**config.mk**
```make
export PLATFORM = sky130hd
export DESIGN_NAME = int_sequencer
export DESIGN_NICKNAME = d
export VERILOG_FILES = /design/src/rtl/int_sequencer.sv
export SDC_FILE = /design/constraint.sdc
export NUM_CORES = 1
export LEC_CHECK = 0
export CORE_ASPECT_RATIO = 0.6
export CORE_MARGIN = 4
export CORE_UTILIZATION = 42
export DETAILED_ROUTE_END_ITERATION = 12
export GPL_TIMING_DRIVEN = 0
export PLACE_DENSITY = 0.83
export SLEW_MARGIN = 20
export SYNTH_ARGS = -nofsm -noshare
export SYNTH_HDL_FRONTEND = slang
export SYNTH_SLANG_ARGS = --single-unit
```
**constraint.sdc**
```tcl
create_clock -name clk -period 4.25 [get_ports clk]
set_input_delay 1.0625 -clock clk [delete_from_list [all_inputs] [get_ports clk]]
set_output_delay 1.0625 -clock clk [all_outputs]
set_load 0.005 [all_outputs]
```
**src/rtl/int_sequencer.sv**
```systemverilog
// Interrupt sequencer: captures irq rising edges, arbitrates by fixed priority and
// walks CP0 through the EPC/Cause/IE/vector entry sequence and the ERET return sequence.
module int_sequencer #(
  parameter int               WIDTH      = 32,
  parameter logic [WIDTH-1:0] VEC_BASE   = 32'h0000_3000,
  parameter logic [WIDTH-1:0] VEC_STRIDE = 32'h0000_0010
) (
  input  logic             clk,
  input  logic             clr_n,
  input  logic [2:0]       irq,
  input  logic             boundary,
  input  logic [WIDTH-1:0] pc_next,
  input  logic             eret,
  input  logic             ie,
  input  logic [WIDTH-1:0] cp0_rdata,
  output logic             cp0_we,
  output logic [4:0]       cp0_waddr,
  output logic [WIDTH-1:0] cp0_wdata,
  output logic [4:0]       cp0_raddr,
  output logic             ie_one,
  output logic             ie_zero,
  output logic             stall,
  output logic             redirect,
  output logic [WIDTH-1:0] redirect_pc,
  output logic [2:0]       pending
);

  typedef enum logic [2:0] {
    S_IDLE       = 3'd0,
    S_SAVE_EPC   = 3'd1,
    S_SAVE_CAUSE = 3'd2,
    S_MASK       = 3'd3,
    S_VECTOR     = 3'd4,
    S_RESTORE    = 3'd5,
    S_RETURN     = 3'd6
  } state_t;

  state_t           state_reg;
  logic [2:0]       irq_q_reg;
  logic [2:0]       pending_reg;
  logic [1:0]       idx_reg;
  logic             cp0_we_reg;
  logic [4:0]       cp0_waddr_reg;
  logic [WIDTH-1:0] cp0_wdata_reg;
  logic [4:0]       cp0_raddr_reg;
  logic             ie_one_reg;
  logic             ie_zero_reg;
  logic             stall_reg;
  logic             redirect_reg;
  logic [WIDTH-1:0] redirect_pc_reg;

  logic             take;
  logic [1:0]       idx_c;
  logic [2:0]       clr_mask;
  logic [2:0]       rise;
  logic [2:0]       pending_next;
  logic [WIDTH-1:0] cause_word;
  logic [WIDTH-1:0] vec_addr;

  assign rise = irq & ~irq_q_reg;
  assign take = (state_reg == S_IDLE) & ~eret & boundary & ie & (pending_reg != 3'b000);

  always_comb begin
    idx_c = 2'd0;
    if (pending_reg[0])      idx_c = 2'd0;
    else if (pending_reg[1]) idx_c = 2'd1;
    else if (pending_reg[2]) idx_c = 2'd2;
  end

  // New edges are OR'd in after the take clear so a coincident set wins.
  assign clr_mask     = take ? (3'b001 << idx_c) : 3'b000;
  assign pending_next = (pending_reg & ~clr_mask) | rise;

  assign cause_word = {{(WIDTH-1){1'b0}}, 1'b1} << (5'd8 + {3'b000, idx_reg});
  assign vec_addr   = VEC_BASE + ({{(WIDTH-2){1'b0}}, idx_reg} * VEC_STRIDE);

  // Outputs are registered on entry to each state, so every state's outputs are
  // loaded on the transition into it.
  always_ff @(posedge clk or negedge clr_n) begin
    if (!clr_n) begin
      state_reg       <= S_IDLE;
      irq_q_reg       <= 3'b000;
      pending_reg     <= 3'b000;
      idx_reg         <= 2'd0;
      cp0_we_reg      <= 1'b0;
      cp0_waddr_reg   <= 5'd0;
      cp0_wdata_reg   <= '0;
      cp0_raddr_reg   <= 5'd0;
      ie_one_reg      <= 1'b0;
      ie_zero_reg     <= 1'b0;
      stall_reg       <= 1'b0;
      redirect_reg    <= 1'b0;
      redirect_pc_reg <= '0;
    end else begin
      irq_q_reg       <= irq;
      pending_reg     <= pending_next;
      cp0_we_reg      <= 1'b0;
      cp0_waddr_reg   <= 5'd0;
      cp0_wdata_reg   <= '0;
      cp0_raddr_reg   <= 5'd0;
      ie_one_reg      <= 1'b0;
      ie_zero_reg     <= 1'b0;
      stall_reg       <= 1'b0;
      redirect_reg    <= 1'b0;
      redirect_pc_reg <= '0;
      case (state_reg)
        S_IDLE: begin
          if (eret) begin
            state_reg     <= S_RESTORE;
            stall_reg     <= 1'b1;
            cp0_raddr_reg <= 5'd14;
          end else if (take) begin
            state_reg     <= S_SAVE_EPC;
            idx_reg       <= idx_c;
            stall_reg     <= 1'b1;
            cp0_we_reg    <= 1'b1;
            cp0_waddr_reg <= 5'd14;
            cp0_wdata_reg <= pc_next;
          end
        end
        S_SAVE_EPC: begin
          state_reg     <= S_SAVE_CAUSE;
          stall_reg     <= 1'b1;
          cp0_we_reg    <= 1'b1;
          cp0_waddr_reg <= 5'd13;
          cp0_wdata_reg <= cause_word;
        end
        S_SAVE_CAUSE: begin
          state_reg   <= S_MASK;
          stall_reg   <= 1'b1;
          ie_zero_reg <= 1'b1;
        end
        S_MASK: begin
          state_reg       <= S_VECTOR;
          stall_reg       <= 1'b1;
          redirect_reg    <= 1'b1;
          redirect_pc_reg <= vec_addr;
        end
        S_RESTORE: begin
          // The redirect register doubles as the captured return address.
          state_reg       <= S_RETURN;
          stall_reg       <= 1'b1;
          ie_one_reg      <= 1'b1;
          redirect_reg    <= 1'b1;
          redirect_pc_reg <= cp0_rdata;
        end
        default: state_reg <= S_IDLE;
      endcase
    end
  end

  assign cp0_we      = cp0_we_reg;
  assign cp0_waddr   = cp0_waddr_reg;
  assign cp0_wdata   = cp0_wdata_reg;
  assign cp0_raddr   = cp0_raddr_reg;
  assign ie_one      = ie_one_reg;
  assign ie_zero     = ie_zero_reg;
  assign stall       = stall_reg | take;
  assign redirect    = redirect_reg;
  assign redirect_pc = redirect_pc_reg;
  assign pending     = pending_reg;

endmodule

```
==> parameters.txt <==
Parameter                              Value

STA
  Total Negative Setup Slacks    0 ns
  Maximum clock frequency    251.4 MHz
  Max-slew headroom    57.35%
  Final Skew    0.007290 ns
  Fin worst setup slack    0.2719 ns
  Measured slew at the worst slew-check pin    0.6383 ns
  Setup repair after global routing missed its margin    no
  Final number of hold-violating endpoints    0
  Worst Hold Margin    0.4201 ns
  Final Slew Violations    0
  Number of failing setup endpoints in the final timing report    0
  Minimum clock period after layout    3.978 ns
  Post-route fraction of the period consumed by the critical path    93.60%

CTS
  Cts bufs inserted    9
  Sink Count    83
  CTS hold repair buffers    0
  Clock latency of the later-clocked register in the worst-skew pair    0.33 ns
  Clock tree from TritonCTS    done
  H-tree depth reported by CTS    3
  Clock slew seen by the registers of the worst setup and hold paths    0.06 ns
  Clock tree root buffer cell    clkbuf_16
  Maximum clock path buffer count    2

Placed design
  # port buffers    150
  Pre-CTS setup slack    0.05418 ns
  Placed cell count    453
  Gpl congestion    0.7223
  Post-detailed-placement half-perimeter wirelength    5.688 mm

Worst setup path
  Critical path required time    3.19 ns
  CP max FO    5
  Arr. time, crit path    2.92 ns
  CP Class    input pin to primary output
  Critical Path Start Type    input pin
  Setup crit end kind    primary output
  Number of cell instances on the worst register-to-register path    6

Cells and area
  Layout cells sized above 1    8.616%
  # diodes    0
  Final Util    73.11%
  Total Nets Final    450
  Signed area change from the synthesized netlist to the final layout    68.73%
  Number of cells in the finished layout apart from fillers    470

Logic synthesis
  Most common flop cell mapped by yosys    dfrtp_1
  Number of enable flip-flop cells after synthesis    0
  Number of instances in the synthesized netlist    213
  Synth async-reset ratio    100.0%
  Yosys cell types    31
  Number of synthesis warnings    0
  Average cell area after synthesis    13.58 um^2
  Flops & latches, synth    83
  Proportion of synthesized chip area in sequential cells    71.80%
  Netlist area before placement    0.002893 mm^2

Power
  Highest ir drop seen on vdd    254.5 uV
  Cell Pwr Density    495.4 mW/mm^2
  Leakage power summed over all cells    2.226 nW

Global route
  Overall routing resource usage    18.54%
  Pin count of the biggest net entering global routing    53
  Wire length of the first global-routing pass    11.54 mm
  Vias in the first global route    2,254
  Global route total overflow    0
  Number of antenna violations at the first check in global routing    0

Floorplanning
  Die Width    115.1 um
  Full die area    0.008323 mm^2
  I/O pin cnt    154
  Placeable Area    0.006676 mm^2
  Row count    23
  Height of the die    72.29 um
  Starting utilization of the core area    43.33%

Routing
  Router iterations before antenna repair    4
  Via count    2,123
  Detailed-route DRC error count    0
  DR iter-0 viols    121
  Routed WL    7.423 mm
  Routed wirelength normalized by instance count    15.79 um
  Antenna Violating Nets Remaining    0
  Via/cell ratio    4.517

Min path
  HP Class    register to register
  Instance count along the most critical hold path    1

Run status
  Status    completed

Flow run
  Maximum Capacitance Violations    0
[power by group]
part	switching (W)	internal [W]
clock network	0.000306	0.000548
registers	0.0000586	0.000907
logic	0.000236	0.000362
[what timing repair did]
action | CTS | global route
gates resized for setup | 0 | 0
endpoints found under the setup margin | 0 | 1
buffers inserted | 0 | 1
[stage by stage]
step | power [W] | instance area (um^2)
after floorplan | 0.001203 | 2900
after global placement | 0.001554 | 4511
after detailed placement | 0.001579 | 4536
after CTS | 0.002441 | 4873
after global routing | 0.002527 | 4881
final | 0.002418 | 4881
[per-layer routing]
layer  track usage [%]  routed length [um]
met5                 0                   0
met4             4.688                  52
met1             22.82                3130
met3             6.583                 536
met2             31.54                3704
[area by class of cell]
cell class                      instances  area (um^2)
Clock inverter                          5        85.08
Tap cell                               87        108.9
Sequential cell                        83         2077
Multi-Input combinational cell        108        684.4
Inverter                                8        30.03
Timing Repair Buffer                  152         1534
Buffer                                 16        108.9
Clock buffer                           11        252.7
Fill cell                             485         1795
[placed cells by master (no fill, tap or decap), drive strengths merged]
master | Yosys | final
o22ai | 2 | 2
o21ai | 2 | 2
o21a | 2 | 2
nor3 | 4 | 4
nor4 | 1 | 1
a22oi | 2 | 2
conb | 1 | 3
a21oi | 3 | 3
clkinv | 0 | 2
buf | 10 | 13
or2 | 2 | 2
nand4 | 1 | 1
or4 | 1 | 1
clkinvlp | 0 | 1
nor4b | 1 | 1
dfrtp | 83 | 83
nand3 | 1 | 1
nor2b | 6 | 6
nor3b | 1 | 1
a2bb2oi | 1 | 1
inv | 8 | 8
nor2 | 4 | 4
nand2 | 5 | 5
nand2b | 1 | 1
clkbuf | 6 | 17
o2bb2ai | 3 | 3
bufinv | 0 | 2
o41ai | 1 | 1
clkdlybuf4s50 | 0 | 149
o32a | 1 | 1
and2 | 57 | 57
a22o | 1 | 1
a32o | 2 | 2
[worst max-delay path, cell delays in order]
cell and delay, ns:
clkdlybuf4s50_1 0.49, or4_4 0.50, nor3_4 0.22, or2_2 0.15, clkdlybuf4s50_1 0.50
[Yosys cell counts (3+ instances only)]
cell type,count,area [um^2]
dfrtp_1,83,2077
and2_1,57,356.6
inv_1,8,30.03
buf_4,7,52.55
clkbuf_1,6,22.52
nor2b_1,6,37.54
nand2_1,5,18.77
nor2_1,4,15.01
a21oi_1,3,15.01
buf_6,3,33.78
nor3_1,3,15.01
o2bb2ai_1,3,26.28
[final timing paths]
path                                           from                        end  slack [ns]
max                                            eret                      stall        0.27
min                          irq_q_reg[2]$_DFF_PN0_       pending[2]$_DFF_PN0_        0.42
max reg2reg                state_reg[1]$_DFFE_PN0P_   redirect_pc[7]$_DFF_PN0_        2.42
min reg2reg                  irq_q_reg[2]$_DFF_PN0_       pending[2]$_DFF_PN0_        0.42
max in group asynchronous                     clr_n    cp0_wdata[28]$_DFF_PN0_        3.00
min in group asynchronous                     clr_n  redirect_pc[27]$_DFF_PN0_        0.67
[cells by family after synthesis]
family / after synthesis / synth area share, %
simple gates: 85 / 18.08
compound gates: 20 / 5.190
other cells: 1 / 0.1296
buf+inv: 24 / 4.801
flops: 83 / 71.80
(Power assumes the default switching activity.)
